<file path="src/rtl/cpu4_seq_if.sv">
// Issue/complete handshake between the program sequencer and the 4-bit datapath.
interface cpu4_seq_if;
  logic       issue_valid;
  logic       issue_ready;
  logic [3:0] issue_opcode;
  logic [3:0] issue_addr;
  logic [3:0] issue_data;
  logic       exec_done;

  // Sequencer side: presents instructions, receives accept and completion.
  modport master (
    output issue_valid,
    output issue_opcode,
    output issue_addr,
    output issue_data,
    input  issue_ready,
    input  exec_done
  );

  // Datapath side.
  modport slave (
    input  issue_valid,
    input  issue_opcode,
    input  issue_addr,
    input  issue_data,
    output issue_ready,
    output exec_done
  );
endinterface

</file>
<file path="src/rtl/cpu4_program_sequencer.sv">
// Program sequencer for the 4-bit accumulator CPU: holds a small program, issues
// datapath opcodes over a valid/ready handshake and waits for completion pulses.
// JMP and HALT are handled locally; unassigned opcodes act as NOPs.
module cpu4_program_sequencer #(
  parameter int unsigned PROG_DEPTH = 16,
  parameter int unsigned PC_W       = 4,
  parameter int unsigned TIMEOUT    = 15
) (
  input  logic            clk,
  input  logic            rst_n,
  input  logic            prog_we,
  input  logic [PC_W-1:0] prog_addr,
  input  logic [11:0]     prog_word,
  input  logic            start,
  input  logic            stop,
  cpu4_seq_if.master      bus,
  output logic            busy,
  output logic            halted,
  output logic            fault,
  output logic [PC_W-1:0] pc
);

  typedef enum logic [2:0] {
    StIdle,
    StFetch,
    StIssue,
    StWait,
    StHalt
  } state_e;

  localparam logic [3:0] OpJmp  = 4'b1110;
  localparam logic [3:0] OpHalt = 4'b1111;
  // Last counter value tolerated in WAIT; one more cycle without completion faults.
  localparam logic [7:0] TimeoutLast = 8'(TIMEOUT - 1);

  state_e          state_q, state_d;
  logic [PC_W-1:0] pc_q, pc_d;
  logic [7:0]      cnt_q, cnt_d;
  logic            fault_q, fault_d;
  logic [3:0]      op_q, op_d;
  logic [3:0]      addr_q, addr_d;
  logic [3:0]      data_q, data_d;

  logic [11:0]     mem [PROG_DEPTH];
  logic [11:0]     word;
  logic [3:0]      w_op, w_addr, w_data;
  logic            is_dp;

  assign word   = mem[pc_q];
  assign w_op   = word[11:8];
  assign w_addr = word[7:4];
  assign w_data = word[3:0];

  // Classify the fetched opcode: datapath ops are issued, everything else is local.
  always_comb begin
    is_dp = 1'b0;
    unique case (w_op)
      4'b0000, 4'b0001, 4'b0010, 4'b0011,
      4'b0101, 4'b0110, 4'b0111,
      4'b1000, 4'b1001, 4'b1010: is_dp = 1'b1;
      default:                   is_dp = 1'b0;
    endcase
  end

  // Program store; not reset, and writes are dropped while a program runs.
  always_ff @(posedge clk) begin
    if (prog_we && !busy) begin
      mem[prog_addr] <= prog_word;
    end
  end

  // State, PC, timeout counter and latched issue fields.
  always_ff @(posedge clk or negedge rst_n) begin
    if (!rst_n) begin
      state_q <= StIdle;
      pc_q    <= '0;
      cnt_q   <= '0;
      fault_q <= 1'b0;
      op_q    <= '0;
      addr_q  <= '0;
      data_q  <= '0;
    end else begin
      state_q <= state_d;
      pc_q    <= pc_d;
      cnt_q   <= cnt_d;
      fault_q <= fault_d;
      op_q    <= op_d;
      addr_q  <= addr_d;
      data_q  <= data_d;
    end
  end

  // Next-state logic; stop overrides every other event in every state.
  always_comb begin
    state_d = state_q;
    pc_d    = pc_q;
    cnt_d   = cnt_q;
    fault_d = fault_q;
    op_d    = op_q;
    addr_d  = addr_q;
    data_d  = data_q;

    if (stop) begin
      state_d = StIdle;
    end else begin
      unique case (state_q)
        StIdle: begin
          if (start) begin
            state_d = StFetch;
            pc_d    = '0;
            fault_d = 1'b0;
          end
        end
        StFetch: begin
          if (w_op == OpHalt) begin
            state_d = StHalt;
          end else if (w_op == OpJmp) begin
            pc_d = w_addr[PC_W-1:0];
          end else if (is_dp) begin
            op_d    = w_op;
            addr_d  = w_addr;
            data_d  = w_data;
            state_d = StIssue;
          end else begin
            pc_d = pc_q + PC_W'(1);
          end
        end
        StIssue: begin
          // exec_done here is ignored; completion is only taken from WAIT.
          if (bus.issue_ready) begin
            state_d = StWait;
            cnt_d   = '0;
          end
        end
        StWait: begin
          if (bus.exec_done) begin
            pc_d    = pc_q + PC_W'(1);
            state_d = StFetch;
          end else if (cnt_q == TimeoutLast) begin
            fault_d = 1'b1;
            state_d = StHalt;
          end else begin
            cnt_d = cnt_q + 8'd1;
          end
        end
        StHalt: begin
          if (start) begin
            state_d = StFetch;
            pc_d    = '0;
            fault_d = 1'b0;
          end
        end
        default: state_d = StIdle;
      endcase
    end
  end

  // Outputs decoded from registered state.
  always_comb begin
    bus.issue_valid  = (state_q == StIssue);
    bus.issue_opcode = op_q;
    bus.issue_addr   = addr_q;
    bus.issue_data   = data_q;
    busy             = (state_q == StFetch) || (state_q == StIssue) || (state_q == StWait);
    halted           = (state_q == StHalt);
    fault            = fault_q;
    pc               = pc_q;
  end

endmodule

</file>
<file path="src/flat_wrapper.sv">
// flat-port wrapper written by rule: the top's interface ports become plain ports
module cpu4_program_sequencer_flat 
#(
  parameter int unsigned PROG_DEPTH = 16,
  parameter int unsigned PC_W       = 4,
  parameter int unsigned TIMEOUT    = 15
)
  (clk, rst_n, prog_we, prog_addr, prog_word, start, stop, busy, halted, fault, pc, bus_issue_valid, bus_issue_opcode, bus_issue_addr, bus_issue_data, bus_issue_ready, bus_exec_done);
  cpu4_seq_if bus_i ();
  input  logic clk;
  input  logic rst_n;
  input  logic prog_we;
  input  logic [PC_W-1:0] prog_addr;
  input  logic [11:0] prog_word;
  input  logic start;
  input  logic stop;
  output logic busy;
  output logic halted;
  output logic fault;
  output logic [PC_W-1:0] pc;
  output wire logic [$bits(bus_i.issue_valid)-1:0] bus_issue_valid;
  output wire logic [$bits(bus_i.issue_opcode)-1:0] bus_issue_opcode;
  output wire logic [$bits(bus_i.issue_addr)-1:0] bus_issue_addr;
  output wire logic [$bits(bus_i.issue_data)-1:0] bus_issue_data;
  input wire logic [$bits(bus_i.issue_ready)-1:0] bus_issue_ready;
  input wire logic [$bits(bus_i.exec_done)-1:0] bus_exec_done;
  assign bus_issue_valid = bus_i.issue_valid;
  assign bus_issue_opcode = bus_i.issue_opcode;
  assign bus_issue_addr = bus_i.issue_addr;
  assign bus_issue_data = bus_i.issue_data;
  assign bus_i.issue_ready = bus_issue_ready;
  assign bus_i.exec_done = bus_exec_done;
  cpu4_program_sequencer #(.PROG_DEPTH(PROG_DEPTH), .PC_W(PC_W), .TIMEOUT(TIMEOUT)) u_core (.clk(clk), .rst_n(rst_n), .prog_we(prog_we), .prog_addr(prog_addr), .prog_word(prog_word), .start(start), .stop(stop), .bus(bus_i), .busy(busy), .halted(halted), .fault(fault), .pc(pc));
endmodule
</file>
<file path="config.mk">
export PLATFORM = sky130hd
export DESIGN_NAME = cpu4_program_sequencer_flat
export DESIGN_NICKNAME = d
export VERILOG_FILES = /design/src/rtl/cpu4_seq_if.sv /design/src/rtl/cpu4_program_sequencer.sv /design/src/flat_wrapper.sv
export SDC_FILE = /design/constraint.sdc
export NUM_CORES = 1
export LEC_CHECK = 0
export BUFFER_PORTS_ARGS = -buffer_cell sky130_fd_sc_hd__clkbuf_2
export CORE_ASPECT_RATIO = 0.7
export CORE_MARGIN = 2
export CORE_UTILIZATION = 55
export CTS_CLUSTER_SIZE = 28
export DETAILED_ROUTE_END_ITERATION = 6
export HOLD_SLACK_MARGIN = 0.02
export PLACE_DENSITY = 0.75
export SKIP_CTS_REPAIR_TIMING = 1
export SYNTH_ARGS = -nofsm -noshare
export SYNTH_HDL_FRONTEND = slang
export SYNTH_SLANG_ARGS = --single-unit
</file>
<file path="constraint.sdc">
create_clock -name clk -period 2.6 [get_ports clk]
set_input_delay 0.26 -clock clk [delete_from_list [all_inputs] [get_ports clk]]
set_output_delay 0.26 -clock clk [all_outputs]
set_load 0.05 [all_outputs]
</file>
==> flow_summary.ini <==
[status]
status = complete, but fails checks
violations = setup timing

[place]
place_ws_ns = -0.03055
place_inst = 733
numPortBuffers = 42
routabilityCongestion = 0.8082
dp_hpwl_mm = 12.64

[cts]
cts_buffers = 21
path_clk_slew_ns = 0.07
clkLatencyLatePin_ns = 0.50
cts_tree = built
clock-root-buffer = clkbuf_16
cts_buffer_depth = 3
htreeDepth = 1
cts_num_sinks = 220

[timing]
worst_slack_ns = -0.03702
rsz0062_at_grt = yes
skew_ns = 0.009081
relSlewSlack_pct = 48.34
hold_violations = 0
period_needed_ns = 2.637
tightest_slew_ns = 0.7750
finalCritPeriodShare_pct = 101.4
fmax_mhz = 379.2
hold-worst-slack_ns = 0.08893
slew_violations = 0
finalSetupViolations = 3

[critical_path]
crit_cells = 8
worst-path-buf-inv = 1
cp.arrival_ns = 3.02
crit_fanout = 13
cp_cell_sequence = buf_12 -> mux4_2 -> mux2i_2 -> a21oi_2 -> maj3_2 -> o211a_4 -> nor3_4 -> mux2_4
critical-path-top-delay-family = multiplexers
crit_path_end_kind = flip-flop
rr_worst_depth = 8
critPathKind = reg2reg
max_stage_delay_ns = 0.52
worst_ep_required_time_ns = 2.98
start_kind = flip-flop
crit_slowest_cell = mux4_2

[synth]
synth.most_common_cell = edfxtp_1
synth_warnings = 0
synth_compound_area_share_pct = 3.132
synth_cells = 461
synth_area_leaders = edfxtp_1 (65%), mux4_2 (14%), dfrtp_1 (7.9%), mux2_2 (1.4%), nor2_1 (1.3%)
ys_ff_latch = 220
synth_ff_type = edfxtp_1
synthSimpleGateAreaFrac_pct = 5.041
avgSynthCellArea_sq_um = 19.33
synth_xor_area_share_pct = 0.6881
synth_top_family_by_area = multiplexers
synth_edf_count = 192
yosys-top-cells-count = edfxtp_1 (192), mux4_2 (54), nor2_1 (31)
synth_mux_area_share_pct = 16.56
synthDistinctLibCells = 52
synthesis.area_sq_um = 8910
synth_adder_area_share_pct = 0.5477
synth_top_cell_by_area = edfxtp_1
async_flop_share_pct = 12.73
synth.top_cell.area_share_pct = 64.71
syn_nets = 487
synth_seq_area_share_pct = 72.57

[detailed_routing]
drt-total-wl_mm = 19.89
wire_per_inst_microns = 25.43
drc = 0
drt_pass1_iterations = 6
drt-initial-drc-count = 404
drtAntennaViolNets = 0
vias = 4849
vias_per_cell = 6.201

[min_path]
min_delay_path_depth = 2
min_path_type = in2reg

[flow_run]
cap_violations = 0

[floorplan]
initial_core_util_pct = 56.79
top_level_ports = 43
die_area_sq_um = 17250
rows = 38
core_area_sq_um = 15690
die_y_microns = 110.5
die_w_microns = 156.1

[pwr]
ir_drop_mv = 0.5760
cellLeakagePower_uw = 0.003742
power_density_nw_per_um2 = 1076

[finish]
area_growth_pct = 20.32
antenna_cells = 0
drive_above_1_share_pct = 39.18
nNetsFinal = 593
fin_cells = 782
final_util_pct = 68.33

[global_routing]
grt_overflow = 0
grt_max_degree = 29
antenna_found_initial = 0
grt_pass1_wl_mm = 29.74
grt_pass1_vias = 4887
track_usage_pct = 23.53
==> routing by layer <==
| metal | track usage (%) | wire [microns] | vias up |
|---|---|---|---|
| li1 | - | - | 2090 |
| met3 | 4.749 | 1536 | 40 |
| met4 | 4.954 | 391 | 0 |
| met2 | 36.14 | 9435 | 217 |
| met1 | 35.77 | 8526 | 2502 |
| met5 | 0 | 0 | - |
==> cells by family after synthesis <==
family | Yosys count
simple gates | 88
xor+xnor | 7
mux | 75
flops | 220
buf+inv | 28
compound gates | 39
fa+ha+maj | 4
==> state kept, by name, summed over array words and instances (netlist names) <==
| name | flops |
|---|---|
| u_core.mem | 192 |
| u_core.cnt_q | 8 |
| u_core.bus.issue_addr | 4 |
| u_core.bus.issue_data | 4 |
| u_core.bus.issue_opcode | 4 |
| u_core.pc | 4 |
| u_core.state_q | 3 |
| u_core.fault | 1 |
==> final timing paths <==
path	start	to	slack, ns
hold / removal	stop	u_core.state_q[0]	0.09
hold reg to reg	u_core.bus.issue_opcode[0]	u_core.bus.issue_opcode[0]	0.51
setup reg to reg	u_core.pc[0]	u_core.pc[3]	-0.04
setup / recovery	u_core.pc[0]	u_core.pc[3]	-0.04
max in group asynchronous	rst_n	u_core.pc[1]	1.69
min in group asynchronous	rst_n	u_core.cnt_q[6]	0.37
==> metrics by stage <==
| stage | power (uW) | TNS (ns) | instance area [sq um] |
|---|---|---|---|
| global route | 12000 | -0.9566 | 10720 |
| finish | 11540 | -0.05071 | 10720 |
| global placement | 7985 | 0 | 9833 |
| floorplan | 6742 | -1.378 | 9031 |
| detailed placement | 8077 | -0.04998 | 9833 |
| CTS | 11340 | -0.2182 | 10560 |
==> cells in the final DEF (no fill, tap or decap), drive strengths merged, types with 9 or more instances in the layout <==
cell,n
mux2,13
nor2,31
buf,62
nor3,12
dfrtp,28
edfxtp,192
a21oi,9
mux4,56
nand2,10
clkbuf,67
==> cell type report <==
cell class / count / area [sq um]
Sequential cell: 220 / 6470
Fill cell: 997 / 4970
Multi-Input combinational cell: 213 / 2425
Timing Repair Buffer: 105 / 822.0
Clock buffer: 25 / 540.5
Tap cell: 200 / 250.2
Clock inverter: 13 / 190.2
Inverter: 6 / 22.52
==> report_power, final <==
group	leakage, uW	total, uW	internal [uW]	switching, uW
registers	0.00208	4240	4070	171
clock network	0.000359	3250	1980	1270
logic	0.00130	4050	1940	2110
==> worst register-to-register path: stages (launching register included) <==
cell and delay [ns]:
dfrtp_2 0.41, buf_12 0.16, mux4_2 0.53, mux2i_2 0.19, a21oi_2 0.10, maj3_2 0.33, o211a_4 0.26, nor3_4 0.21
mux2_4 0.33
Power figures use the tool's default switching activity.
